<file path="config.mk">
export PLATFORM = sky130hd
export DESIGN_NAME = fetch_unit
export DESIGN_NICKNAME = d
export VERILOG_FILES = /design/src/rtl/fetch_unit.sv
export SDC_FILE = /design/constraint.sdc
export NUM_CORES = 1
export LEC_CHECK = 0
export ABC_CLOCK_PERIOD_IN_PS = 3940
export CAP_MARGIN = 20
export CORE_ASPECT_RATIO = 1.4
export CORE_MARGIN = 2
export CORE_UTILIZATION = 30
export CTS_BUF_LIST = sky130_fd_sc_hd__clkbuf_4
export DETAILED_ROUTE_END_ITERATION = 16
export PLACE_DENSITY = 0.54
export SETUP_SLACK_MARGIN = 0.3
export SYNTH_ARGS = -nofsm -noshare
export SYNTH_HDL_FRONTEND = slang
export SYNTH_SLANG_ARGS = --single-unit
</file>
<file path="constraint.sdc">
create_clock -name clk -period 3.94 [get_ports clk]
set_clock_uncertainty 0.1 [all_clocks]
set_input_delay 0.985 -clock clk [delete_from_list [all_inputs] [get_ports clk]]
set_output_delay 0.985 -clock clk [all_outputs]
set_load 0.01 [all_outputs]
</file>
<file path="src/rtl/fetch_unit.sv">
// ---------------------------------------------------------------------------
// fetch_unit
// Instruction fetch stage between a synchronous instruction memory (one cycle
// read latency) and the decoder. Owns the program counter, issues one read at
// a time, captures the returned word and presents it to the decoder under a
// valid/ready handshake. Jumps and halts take effect only at an instruction
// boundary, i.e. in the cycle the decoder accepts the held instruction.
//
// Ports
//   clk, rst        clock (rising edge), asynchronous active-high reset
//   start           begin fetching from the current pc (only from IDLE)
//   halt            stop after the instruction in flight has been delivered
//   PC_address,rEn  address / read enable to the instruction memory
//   ins_mem_data    memory read data, valid the cycle after rEn
//   ins_out,pc_out  held instruction and the address it came from
//   ins_valid       ins_out/pc_out valid; accepted when ins_ready is high
//   jump_en         redirect pc to jump_addr at the accepting handshake
//   busy            high in every state other than IDLE
// ---------------------------------------------------------------------------
module fetch_unit #(
   parameter int                    ADDR_WIDTH = 8,
   parameter int                    INS_WIDTH  = 9,
   parameter logic [ADDR_WIDTH-1:0] START_ADDR = {ADDR_WIDTH{1'b0}}
) (
   input  logic                  clk,
   input  logic                  rst,
   input  logic                  start,
   input  logic                  halt,
   output logic [ADDR_WIDTH-1:0] PC_address,
   output logic                  rEn,
   input  logic [INS_WIDTH-1:0]  ins_mem_data,
   output logic [INS_WIDTH-1:0]  ins_out,
   output logic [ADDR_WIDTH-1:0] pc_out,
   output logic                  ins_valid,
   input  logic                  ins_ready,
   input  logic                  jump_en,
   input  logic [ADDR_WIDTH-1:0] jump_addr,
   output logic                  busy
);

   typedef enum logic [1:0] {
      ST_IDLE  = 2'b00,
      ST_FETCH = 2'b01,
      ST_WAIT  = 2'b10,
      ST_HOLD  = 2'b11
   } state_t;

   localparam logic [ADDR_WIDTH-1:0] PC_STEP = {{(ADDR_WIDTH-1){1'b0}}, 1'b1};

   state_t                  state_r;
   logic [ADDR_WIDTH-1:0]   pc_r;
   logic                    halt_pending_r;
   logic                    handshake_s;

   // The memory address is the pc register itself, so it is glitch-free.
   assign PC_address  = pc_r;
   assign handshake_s = ins_valid & ins_ready;

   // Fetch sequencer: state, pc, halt latch and all registered outputs.
   // rEn and busy are computed from the next state so they line up exactly
   // with the state they describe.
   always_ff @(posedge clk or posedge rst) begin
      if (rst) begin
         state_r        <= ST_IDLE;
         pc_r           <= START_ADDR;
         halt_pending_r <= 1'b0;
         ins_out        <= {INS_WIDTH{1'b0}};
         pc_out         <= {ADDR_WIDTH{1'b0}};
         ins_valid      <= 1'b0;
         rEn            <= 1'b0;
         busy           <= 1'b0;
      end else begin
         case (state_r)
            ST_IDLE: begin
               // halt is neither acted on nor remembered while idle.
               if (start) begin
                  state_r <= ST_FETCH;
                  rEn     <= 1'b1;
                  busy    <= 1'b1;
               end else begin
                  rEn     <= 1'b0;
                  busy    <= 1'b0;
               end
            end
            ST_FETCH: begin
               // Memory registers mem[pc] on this edge.
               if (halt) begin
                  halt_pending_r <= 1'b1;
               end
               state_r <= ST_WAIT;
               rEn     <= 1'b0;
            end
            ST_WAIT: begin
               if (halt) begin
                  halt_pending_r <= 1'b1;
               end
               ins_out   <= ins_mem_data;
               pc_out    <= pc_r;
               ins_valid <= 1'b1;
               pc_r      <= pc_r + PC_STEP;
               state_r   <= ST_HOLD;
            end
            ST_HOLD: begin
               if (handshake_s) begin
                  ins_valid <= 1'b0;
                  // A jump replaces the already incremented pc.
                  if (jump_en) begin
                     pc_r <= jump_addr;
                  end
                  if (halt_pending_r || halt) begin
                     state_r        <= ST_IDLE;
                     halt_pending_r <= 1'b0;
                     rEn            <= 1'b0;
                     busy           <= 1'b0;
                  end else begin
                     state_r <= ST_FETCH;
                     rEn     <= 1'b1;
                  end
               end else if (halt) begin
                  halt_pending_r <= 1'b1;
               end
            end
            default: begin
               state_r        <= ST_IDLE;
               halt_pending_r <= 1'b0;
               ins_valid      <= 1'b0;
               rEn            <= 1'b0;
               busy           <= 1'b0;
            end
         endcase
      end
   end

endmodule

</file>
* Yosys cells after proc, flatten, opt, wreduce, memory -nomap -nowiden
Index checks and enable logic that the tools add are counted.
** Operators by class
- Reduce and logical (&&, ||, !) cells :: 13
- Add/subtract/negate cells :: 1
- Multiplexer cells :: 19
- Eq/ne operators :: 8
- Bitwise logic cells :: 1
** Operators with widths (number)
- 8-bit 2-to-1 mux :: 2
- 8-bit one-hot mux with 2 select lines :: 1
- 1-bit 2-to-1 mux :: 9
- 8-bit by 1-bit adder with 8-bit output (second input constant) :: 1
- 2-bit != test (second input constant) :: 4
- 2-bit one-hot mux with 4 select lines :: 1
- 2-bit AND reduction :: 4
- 1-bit one-hot mux with 2 select lines :: 3
- 3-bit AND reduction :: 2
- 2-bit nonzero test :: 3
- 2-bit == test (second input constant) :: 2
- 2-bit 2-to-1 mux :: 2
- 3-bit != test (second input constant) :: 1
- 1-bit one-hot mux with 3 select lines :: 1
- 3-bit nonzero test :: 1
- 2-bit by 1-bit == test with 1-bit output (second input constant) :: 1
- 2-bit zero test :: 1
- 2-bit OR reduction :: 1
- 1-bit bitwise AND :: 1
- 1-bit logical OR :: 1
** Storage, ports and cells
- Output and inout port bits :: 28
- Logic and storage cells :: 50
- Input port bits :: 23
- Flip-flop bits (word level) :: 31

* Logic depth before layout (Yosys ltp)
- Depth after elaboration :: 4
- Depth in mapped cells :: 7

* Least setup slack after synthesis
OpenSTA, ideal clock, no wires.
- Path kind :: input port to flip-flop
- Start point :: input jump_en
- End point :: register pc_r[2], in the netlist PC_address[2]
- Setup time :: 0.125 ns
- Cell stages on the path :: 5
- Arrival time :: 1.584 ns
- Required time :: 3.715 ns
- Slack :: 2.130 ns
- Cell sequence :: nand4_1 > and2_0 > buf_2 > o21ai_0 > o21ai_1
** On the way
- Longest elaborated chain between the ends :: 2
** Ends and longest elaborated chain
- from (decl) :: line 36 : input logic jump_en,
- 2-bit != test (no line)
- 3-bit AND reduction (no line)
- to (signal assigned) :: line 100 : pc_r <= pc_r + PC_STEP;
- to (signal assigned) :: line 108 : pc_r <= jump_addr;
- to (decl) :: line 51 : logic [ADDR_WIDTH-1:0] pc_r;
No other way between the ends.
A chain may end at the register's enable or synchronous reset.

* Worst setup path after layout
- Start point :: register pc_r[2], in the netlist PC_address[2]
- End point :: output PC_address[2]
** RTL lines
- to (decl) :: line 29 : output logic [ADDR_WIDTH-1:0] PC_address,
No word-level cell between the ends.

==> qor.yml <==
status: "complete, no violations"
yosysWarnings: 0
end_kind: "output pin"
n_antenna_cell: 0
ys.flop_type: "dfrtp_1"
cpLargestDelayFamily: "buffers and inverters"
cts.htree.levels: 2
cts.clk_slew.worst_paths_ns: 0.10
antenna_found_initial: 0
layout_common_cells: "clkdlybuf4s50_1, dfrtp_1, mux2_2, a21oi_1, o21ai_0"
finalCriticalPeriod_ns: 2.52
multi_input_area_sq_um: 632
power_density_nw_per_um2: 821
grt_usage_pct: 14.0
drtPass1Iterations: 4
ant_nets: 0
mostFrequentLayoutCell: "clkdlybuf4s50_1"
p_leak_nw: 0.883
insertion_delay_ns: 0.33
nets: 216
ys_ff_latch: 31
worstMarginPinSlew_ns: 0.871
drtIter0Drc: 39
grt_pass1_wl_um: 5750
n_fill_cell: 474
start_util_pct: 30.7
port_buffers: 50
drc_errors: 0
final-setup-viol-count: 0
final-hold-violation-count: 0
slew_violations: 0
yosysTopAreaCellShare_pct: 52.9
clock-sinks: 31
final_cell_count_no_fill: 252
synthTopCellsByArea: "dfrtp_1, mux2_2, ha_1, a21oi_1, o21ai_0"
peakVddDrop_v: 0.000289
numCtsBuffers: 5
drive_gt1_share_pct: 13.8
synth_edf_count: 0
hpwl_um: 2640
synth_nets: 162
relSlewSlack_pct: 41.9
synth_cells: 133
postLayoutCellArea_sq_um: 2110
cts_buffer_depth: 2
areaGrowthSynthToFinish_pct: 44.0
fp.dieW_um: 63.1
drt_wl_total_um: 3490
slowest_delay_ns: 0.60
root_buffer: "clkbuf_4"
synth_top_area_cell: "dfrtp_1"
reg2reg_slack_ns: 1.69
vias: 1218
fin_crit_sh_pct: 64.0
grt_max_degree: 26
placed_cells: 244
crit_fanout: 8
ios: 51
path_class: "reg2out"
fmax_mhz: 396
grt.overflow.total: 0
cp_slowest_cell: "clkdlybuf4s50_1"
totalNegativeSetupSlack_ns: 0
cts_resized: 0
synth-seq-area-share_pct: 52.9
vias_per_cell: 4.83
cts_tree: "yes"
placed_cell_area_sq_um: 2030
place.gp.congestion: 0.739
crit_arrival_ns: 1.44
drv_cap: 0
crit_chain: "clkdlybuf4s50_1"
post_cts_buffers: 0
cts_hold_buf: 0
wl_per_cell_um: 13.9
die_area_sq_um: 5470
ys_async_sr_fraction_pct: 100
cp-start-kind: "register"
synth_area_sq_um: 1470
seqCellArea_sq_um: 776
hp-class: "reg2reg"
fin_util_pct: 44.3
path_buf_inv: 1
num_rows: 30
core_sq_um: 4770
rsz0062_at_grt: "no"
worstPathRequired_ns: 2.85
grt_pass1_vias: 1211
die_height_um: 86.7
synth_cell_types: 29
syn_avg_cell_area_sq_um: 11.0
## per-layer routing
metal	up-vias	global-route usage, %	routed length [um]	part of all wire [%]
met5	-	0	0	0
met4	0	6.67	65	1.9
met3	6	4.42	184	5.3
met2	47	24.4	1810	52
met1	583	15.4	1440	41
li1	582	-	-	-
## synth_stat cells, types with 2 or more instances
cell type,instances
nand2b_1,2
a21oi_1,13
mux2i_1,4
nand2_1,7
mux2_2,16
nor3_1,4
o21ai_0,10
buf_2,4
inv_1,8
dfrtp_1,31
nand3_1,3
nor2_1,6
o21ai_1,3
o22ai_1,2
ha_1,6
## registers in the layout, indices dropped and copies added, names as in the netlist
name,count
rEn,1
ins_valid,1
state_r,2
ins_out,9
PC_address,8
pc_out,8
busy,1
halt_pending_r,1
## layout make-up
type                    instances  area share [%]
flip-flops and latches         31            36.8
clock buffers                   5            1.78
clock inverters                 3            1.84
well taps                      64            3.80
inverters                       8            1.42
repair buffers                 52            24.4
multi-input cells              89            30.0
## stage by stage
step                      hold WS [ns]  setup slack [ns]  power (W)
after floorplan                  0.388              2.13    0.00110
after global placement           0.389              1.47    0.00148
after detailed placement         0.395              1.42    0.00151
after CTS                        0.417              1.41    0.00176
after global routing             0.441              1.35    0.00188
final                            0.413              1.42    0.00173
## kinds of logic after synthesis
logic type	Yosys count	synth area share, %
buf+inv	13	3.93
fa+ha+maj	6	5.12
simple gates	29	10.2
flops	31	52.9
mux	20	15.0
compound gates	34	12.8
## final timing paths
path                          startpoint            end  cells past startpoint
max in group asynchronous            rst      pc_out[1]                      3
setup reg to reg              state_r[1]           busy                      5
min in group asynchronous            rst      pc_out[3]                      2
hold reg to reg                pc_out[5]      pc_out[5]                      1
setup / recovery           PC_address[2]  PC_address[2]                      1
hold / removal                 pc_out[5]      pc_out[5]                      1
## power by group
part / internal [W] / leakage (nW) / switching [W]
sequential: 0.000477 / 0.368 / 0.000131
clock: 0.000130 / 0.0426 / 0.000109
combinational: 0.000490 / 0.472 / 0.000395
total: 0.00110 / 0.883 / 0.000635
(Power assumes the default switching activity.)
